==> config.mk <==
export PLATFORM = sky130hd
export DESIGN_NAME = simd_shader_core
export DESIGN_NICKNAME = d
export VERILOG_FILES = /design/src/rtl/shader_pkg.sv /design/src/rtl/shader_lane.sv /design/src/rtl/simd_shader_core.sv
export SDC_FILE = /design/constraint.sdc
export NUM_CORES = 2
export LEC_CHECK = 0
export CORE_UTILIZATION = 65
export DETAILED_ROUTE_END_ITERATION = 8
export PLACE_DENSITY = 0.88
export SLEW_MARGIN = 5
export SYNTH_ARGS = -nofsm -noshare
export SYNTH_HDL_FRONTEND = slang
export SYNTH_HIERARCHICAL = 1
export SYNTH_SLANG_ARGS = --single-unit
==> constraint.sdc <==
create_clock -name clk -period 8.44 [get_ports clk]
set_clock_uncertainty 0.15 [all_clocks]
set_input_delay 1.688 -clock clk [delete_from_list [all_inputs] [get_ports clk]]
set_output_delay 1.688 -clock clk [all_outputs]
set_load 0.02 [all_outputs]
==> src/rtl/shader_pkg.sv <==
// Shared definitions for the SIMD shader core: opcodes, instruction field
// positions, register-file size, the control FSM state encoding and the
// decoded-instruction struct handed from the top level to every lane.
package shader_pkg;

    localparam int NUM_REGS = 4;
    localparam int REG_W    = 2;
    localparam int INSTR_W  = 16;

    // Opcodes (op field). 9..E are unassigned and execute as NOP.
    localparam logic [3:0] OP_NOP    = 4'h0;
    localparam logic [3:0] OP_LDI    = 4'h1;
    localparam logic [3:0] OP_ADD    = 4'h2;
    localparam logic [3:0] OP_SUB    = 4'h3;
    localparam logic [3:0] OP_MUL    = 4'h4;
    localparam logic [3:0] OP_AND    = 4'h5;
    localparam logic [3:0] OP_OR     = 4'h6;
    localparam logic [3:0] OP_XOR    = 4'h7;
    localparam logic [3:0] OP_LANEID = 4'h8;
    localparam logic [3:0] OP_HALT   = 4'hF;

    // Field positions; imm overlaps rs2 and the unused low bits.
    localparam int OP_LO  = 12;
    localparam int RD_LO  = 10;
    localparam int RS1_LO = 8;
    localparam int RS2_LO = 6;
    localparam int IMM_LO = 0;

    typedef enum logic [1:0] {
        ST_IDLE = 2'd0,
        ST_RUN  = 2'd1,
        ST_DONE = 2'd2
    } state_t;

    typedef struct packed {
        logic [3:0]       op;
        logic [REG_W-1:0] rd;
        logic [REG_W-1:0] rs1;
        logic [REG_W-1:0] rs2;
        logic [7:0]       imm;
    } instr_t;

    function automatic instr_t decode(input logic [INSTR_W-1:0] w);
        instr_t d;
        d.op  = w[OP_LO  +: 4];
        d.rd  = w[RD_LO  +: REG_W];
        d.rs1 = w[RS1_LO +: REG_W];
        d.rs2 = w[RS2_LO +: REG_W];
        d.imm = w[IMM_LO +: 8];
        return d;
    endfunction

endpackage

==> src/rtl/shader_lane.sv <==
// One SIMD lane: 4 x DATA_W register file, ALU and write port, plus a
// combinational debug read port.
// Ports:
//   clk, rst_n    clock / async active-low reset (clears the register file)
//   i_exec        execute i_instr this cycle
//   i_instr       decoded instruction shared by all lanes
//   i_dbg_reg     debug register select
//   o_dbg_data    register[i_dbg_reg]
module shader_lane
    import shader_pkg::*;
#(
    parameter int DATA_W  = 16,
    parameter int LANE_ID = 0
) (
    input  logic              clk,
    input  logic              rst_n,
    input  logic              i_exec,
    input  instr_t            i_instr,
    input  logic [REG_W-1:0]  i_dbg_reg,
    output logic [DATA_W-1:0] o_dbg_data
);

    logic [NUM_REGS-1:0][DATA_W-1:0] r_regs;
    logic [DATA_W-1:0] w_a, w_b, w_res;
    logic              w_we;

    // Operands are read in the execute cycle, so a back-to-back dependent
    // instruction sees the value written at the previous edge.
    assign w_a = r_regs[i_instr.rs1];
    assign w_b = r_regs[i_instr.rs2];

    always_comb begin
        w_we  = 1'b1;
        w_res = '0;
        case (i_instr.op)
            OP_LDI:    w_res = DATA_W'(i_instr.imm);
            OP_ADD:    w_res = w_a + w_b;
            OP_SUB:    w_res = w_a - w_b;
            OP_MUL:    w_res = w_a * w_b;
            OP_AND:    w_res = w_a & w_b;
            OP_OR:     w_res = w_a | w_b;
            OP_XOR:    w_res = w_a ^ w_b;
            OP_LANEID: w_res = DATA_W'(LANE_ID);
            default:   w_we  = 1'b0;
        endcase
    end

    always_ff @(posedge clk or negedge rst_n) begin
        if (!rst_n) begin
            r_regs <= '0;
        end else if (i_exec && w_we) begin
            r_regs[i_instr.rd] <= w_res;
        end
    end

    assign o_dbg_data = r_regs[i_dbg_reg];

endmodule

==> src/rtl/simd_shader_core.sv <==
// Multi-lane SIMD shader core: loadable instruction memory, two-stage
// fetch/execute pipeline, IDLE/RUN/DONE control with start/done handshake,
// HALT, saturating retired-instruction counter and a debug read mux.
// Ports:
//   clk, rst_n                        clock / async active-low reset
//   start                             begin at address 0 (IDLE/DONE only)
//   imem_we/imem_waddr/imem_wdata     instruction write (ignored while busy)
//   dbg_lane/dbg_reg -> dbg_data      combinational register readback
//   pc, busy, done, retired           status
module simd_shader_core
    import shader_pkg::*;
#(
    parameter  int NUM_LANES  = 4,
    parameter  int DATA_W     = 16,
    parameter  int IMEM_DEPTH = 16,
    parameter  int PC_W       = $clog2(IMEM_DEPTH),
    localparam int LANE_W     = (NUM_LANES > 1) ? $clog2(NUM_LANES) : 1
) (
    input  logic               clk,
    input  logic               rst_n,
    input  logic               start,
    input  logic               imem_we,
    input  logic [PC_W-1:0]    imem_waddr,
    input  logic [INSTR_W-1:0] imem_wdata,
    input  logic [LANE_W-1:0]  dbg_lane,
    input  logic [REG_W-1:0]   dbg_reg,
    output logic [DATA_W-1:0]  dbg_data,
    output logic [PC_W-1:0]    pc,
    output logic               busy,
    output logic               done,
    output logic [15:0]        retired
);

    state_t               r_state, w_next;
    logic [INSTR_W-1:0]   r_imem [IMEM_DEPTH];
    logic [INSTR_W-1:0]   r_ir;
    logic                 r_ir_valid;
    logic [PC_W-1:0]      r_pc;
    logic [15:0]          r_retired;
    instr_t               w_ir;
    logic                 w_exec, w_halt, w_launch;

    logic [NUM_LANES-1:0][DATA_W-1:0] w_lane_dbg;

    assign w_ir     = decode(r_ir);
    assign w_exec   = (r_state == ST_RUN) && r_ir_valid;
    assign w_halt   = w_exec && (w_ir.op == OP_HALT);
    assign w_launch = (r_state != ST_RUN) && start;

    // ---- FSM: state register / next state / outputs ----
    always_ff @(posedge clk or negedge rst_n) begin
        if (!rst_n) r_state <= ST_IDLE;
        else        r_state <= w_next;
    end

    always_comb begin
        w_next = r_state;
        case (r_state)
            ST_IDLE, ST_DONE: if (start)  w_next = ST_RUN;
            ST_RUN:           if (w_halt) w_next = ST_DONE;
            default:          w_next = ST_IDLE;
        endcase
    end

    always_comb begin
        busy = (r_state == ST_RUN);
        done = (r_state == ST_DONE);
    end

    // ---- instruction memory (not reset; writes locked out in RUN) ----
    always_ff @(posedge clk) begin
        if (imem_we && (r_state != ST_RUN)) r_imem[imem_waddr] <= imem_wdata;
    end

    // ---- fetch / pc / retired ----
    always_ff @(posedge clk or negedge rst_n) begin
        if (!rst_n) begin
            r_pc       <= '0;
            r_ir       <= '0;
            r_ir_valid <= 1'b0;
            r_retired  <= '0;
        end else if (w_launch) begin
            r_pc       <= '0;
            r_ir_valid <= 1'b0;
            r_retired  <= '0;
        end else if (r_state == ST_RUN) begin
            if (w_exec && (r_retired != 16'hFFFF)) r_retired <= r_retired + 16'd1;
            // HALT drops the fetch of the same cycle and freezes pc just past it.
            if (w_halt) begin
                r_ir_valid <= 1'b0;
            end else begin
                r_ir       <= r_imem[r_pc];
                r_ir_valid <= 1'b1;
                r_pc       <= r_pc + PC_W'(1);
            end
        end
    end

    assign pc      = r_pc;
    assign retired = r_retired;

    // ---- lanes ----
    for (genvar g = 0; g < NUM_LANES; g++) begin : g_lane
        shader_lane #(
            .DATA_W  (DATA_W),
            .LANE_ID (g)
        ) u_lane (
            .clk        (clk),
            .rst_n      (rst_n),
            .i_exec     (w_exec),
            .i_instr    (w_ir),
            .i_dbg_reg  (dbg_reg),
            .o_dbg_data (w_lane_dbg[g])
        );
    end

    // Compare-based select keeps out-of-range lane numbers reading zero.
    always_comb begin
        dbg_data = '0;
        for (int i = 0; i < NUM_LANES; i++) begin
            if (dbg_lane == LANE_W'(i)) dbg_data = w_lane_dbg[i];
        end
    end

endmodule

==> flow_summary.json <==
{
  "crit_required_ns": 8.81,
  "synth_area_mm2": 0.0497,
  "drc_errors": 0,
  "startpoint": "r_ir[7]$_DFFE_PN0P_",
  "worstMarginPinSlew_ns": 1.19,
  "io_buffers": 65,
  "yosysUniqueCellTypes": 109,
  "initial_core_util_pct": 65.5,
  "worstSetupStartpointType": "flop",
  "worstPathMaxFanout": 36,
  "root_buffer": "clkbuf_16",
  "ctsResizeCount": 0,
  "htreeDepth": 2,
  "cts_tree": "done",
  "vias_per_cell": 6.76,
  "cp_slowest_cell": "dfrtp_4",
  "setup_tns_ns": 0,
  "setup_slack_ns": 0.390,
  "ff2ff_path_depth": 22,
  "cts.sinks": 551,
  "syn_nets": 5360,
  "rsz0062_at_grt": "false",
  "die_area_mm2": 0.0776,
  "clock_latency_ns": 0.67,
  "end_kind": "flop",
  "max_freq_mhz": 124,
  "clockBufferDepth": 3,
  "post-route-min-period_ns": 8.05,
  "num_vias": 38100,
  "synthAdderAreaFrac_pct": 22.9,
  "clkTransAtPathRegs_ns": 0.06,
  "status": "completed",
  "coreArea_mm2": 0.0758,
  "post-place-ws_ns": 0.643,
  "synth_top_family_by_area": "adder cells",
  "place_congestion": 0.997,
  "postCtsHoldBufs": 0,
  "worstHoldPathType": "flop to flop",
  "totalWireLength_um": 146000,
  "layout.nets": 5347,
  "synth-seq-cells": 551,
  "synth-simple-area-share_pct": 10.0,
  "synth_xor_area_share_pct": 4.65,
  "grt_max_degree": 133,
  "cap_violations": 0,
  "rr_startpoint": "r_ir[7]$_DFFE_PN0P_",
  "layout_common_cells": "606 x inv_1, 478 x nor2_1, 438 x nand2_1",
  "finalHoldViolCount": 0,
  "worstPathArrival_ns": 8.42,
  "wl_per_cell_um": 25.9,
  "cts_inserted_buffers": 56,
  "path_cells": "mux2_2, o21ai_1, inv_1, ha_1, inv_1, fa_1, fa_1, fa_1, inv_1, ha_1, fa_1, inv_1, fa_1, inv_1, ha_1, nand2_1, o21bai_1, a21o_1, a31oi_1, mux2i_1, o211ai_1, mux2_2",
  "rrSetupSlack_ns": 0.39,
  "ant_nets": 0,
  "track_usage_pct": 38.4,
  "synth-edff-count": 256,
  "worst-setup-path-type": "flop to flop",
  "gr-total-overflow": 0,
  "drt_iter0_drc": 4847,
  "cts_setup_buffers": 0,
  "grt_pass1_vias": 39400,
  "grt_first_pass_wirelength_um": 227000,
  "drive_above_1_share_pct": 15.0,
  "dr.pass1.iters": 9,
  "avgSynthCellArea_um2": 10.8,
  "hold_depth": 2,
  "endpoint": "g_lane[0].u_lane/r_regs[30]$_DFFE_PN0P_",
  "synth-compound-area-share_pct": 8.01,
  "seq_area_frac_synth_pct": 30.3,
  "antenna_found_initial": 4,
  "die_h_um": 278,
  "setup_viol": 0,
  "synthMuxAreaShare_pct": 16.9,
  "syn_to_final_growth_pct": 6.96,
  "final_common_cell": "inv_1",
  "cpPeakStageDelay_ns": 0.91,
  "worstReg2RegEnd": "g_lane[0].u_lane/r_regs[30]$_DFFE_PN0P_",
  "ioPinCount": 66,
  "syn-instance-count": 4618,
  "async_flop_share_pct": 53.5,
  "dp_hpwl_um": 103000,
  "ys.flop_type": "dfrtp_1",
  "drv_slew": 0,
  "max-slew-margin-rel_pct": 20.5,
  "period_share_pct": 95.4,
  "fp-row-count": 101,
  "yosys_warnings": 6,
  "die_w_um": 278
}
[sequential cells by signal, summed over array words and instances, names as in the netlist]
name	cells
pc	4
r_imem	256
retired	16
r_ir_valid	1
g_lane.u_lane/r_regs	256
r_ir	16
r_state	2
[worst min path at each step]
stage / startpoint / to / slack [ns]
finish: g_lane[3].u_lane/r_regs[29]$_DFFE_PN0P_ / g_lane[3].u_lane/r_regs[29]$_DFFE_PN0P_ / 0.39
global route: g_lane[1].u_lane/r_regs[34]$_DFFE_PN0P_ / g_lane[1].u_lane/r_regs[34]$_DFFE_PN0P_ / 0.42
detailed placement: g_lane[1].u_lane/r_regs[42]$_DFFE_PN0P_ / g_lane[1].u_lane/r_regs[42]$_DFFE_PN0P_ / 0.37
global placement: g_lane[1].u_lane/r_regs[42]$_DFFE_PN0P_ / g_lane[1].u_lane/r_regs[42]$_DFFE_PN0P_ / 0.34
CTS: g_lane[1].u_lane/r_regs[42]$_DFFE_PN0P_ / g_lane[1].u_lane/r_regs[42]$_DFFE_PN0P_ / 0.39
floorplan: g_lane[2].u_lane/r_regs[17]$_DFFE_PN0P_ / g_lane[2].u_lane/r_regs[17]$_DFFE_PN0P_ / 0.32
[cells in the mapped netlist (all sizes together), types with 13 or more instances]
library cell	number	share of area, %
xor2	49	0.88
nor2b	23	0.29
and2	13	0.16
nor3	51	0.60
a22oi	17	0.26
a221oi	20	0.35
clkbuf	109	0.83
buf	103	1.5
or3	15	0.20
xnor2	201	3.6
a21oi	184	1.9
ha	390	9.8
a31oi	39	0.49
o21a	21	0.32
mux2	166	3.8
o21ai	142	1.5
nand3	27	0.28
a21boi	14	0.21
edfxtp	256	15
nand2b	25	0.32
mux4	270	12
inv	622	4.7
a21o	24	0.36
dfrtp	295	15
fa	324	13
nor2	484	3.7
o22ai	36	0.48
clkinv	20	0.16
o211ai	21	0.34
mux2i	38	0.77
nand2	443	3.4
[worst max-delay path: cells and delay by family, from the launching register on]
family	cells	cell delay, ns
adder cells (fa/ha/maj)	8	3.48
AO/OA/AOI/OAI	5	1.61
multiplexers	3	1.11
flip-flops	1	0.91
buffers and inverters	5	0.53
AND/OR/NAND/NOR	1	0.10
[metal layers]
| metal | wire (um) | track usage, % | share of wire (%) |
|---|---|---|---|
| met2 | 68200 | 61.4 | 47 |
| met1 | 51000 | 48.8 | 35 |
| met3 | 17100 | 8.81 | 12 |
| met5 | 27 | 0 | 0.019 |
| met4 | 9440 | 20.7 | 6.5 |
[cells by family after synthesis]
family          after synthesis
buf+inv                     854
compound gates              620
fa+ha+maj                   714
simple gates               1151
mux                         474
xor+xnor                    254
flops                       551
[area by class of cell]
class / instances / area, um^2
multi-input cells: 3213 / 31100
fillers: 5190 / 22700
flip-flops and latches: 551 / 15100
inverters: 642 / 2420
clock buffers: 80 / 1640
repair buffers: 141 / 1230
well taps: 978 / 1220
clock inverters: 26 / 387
diodes: 5 / 12.5
[per-stage QoR]
step	cell area [um^2]	hold slack [ns]	instances	util [%]
floorplan	49700	0.322	4618	-
global placement	51100	0.343	5525	67.4
detailed placement	51100	0.365	5525	67.4
CTS	53100	0.393	5631	70.1
global route	53100	0.420	5632	70.1
finish	53100	0.392	5636	70.1
Power is left out: the tool's default activity adds up to more than one toggle a clock period on the data nets, which glitch-free logic cannot reach.
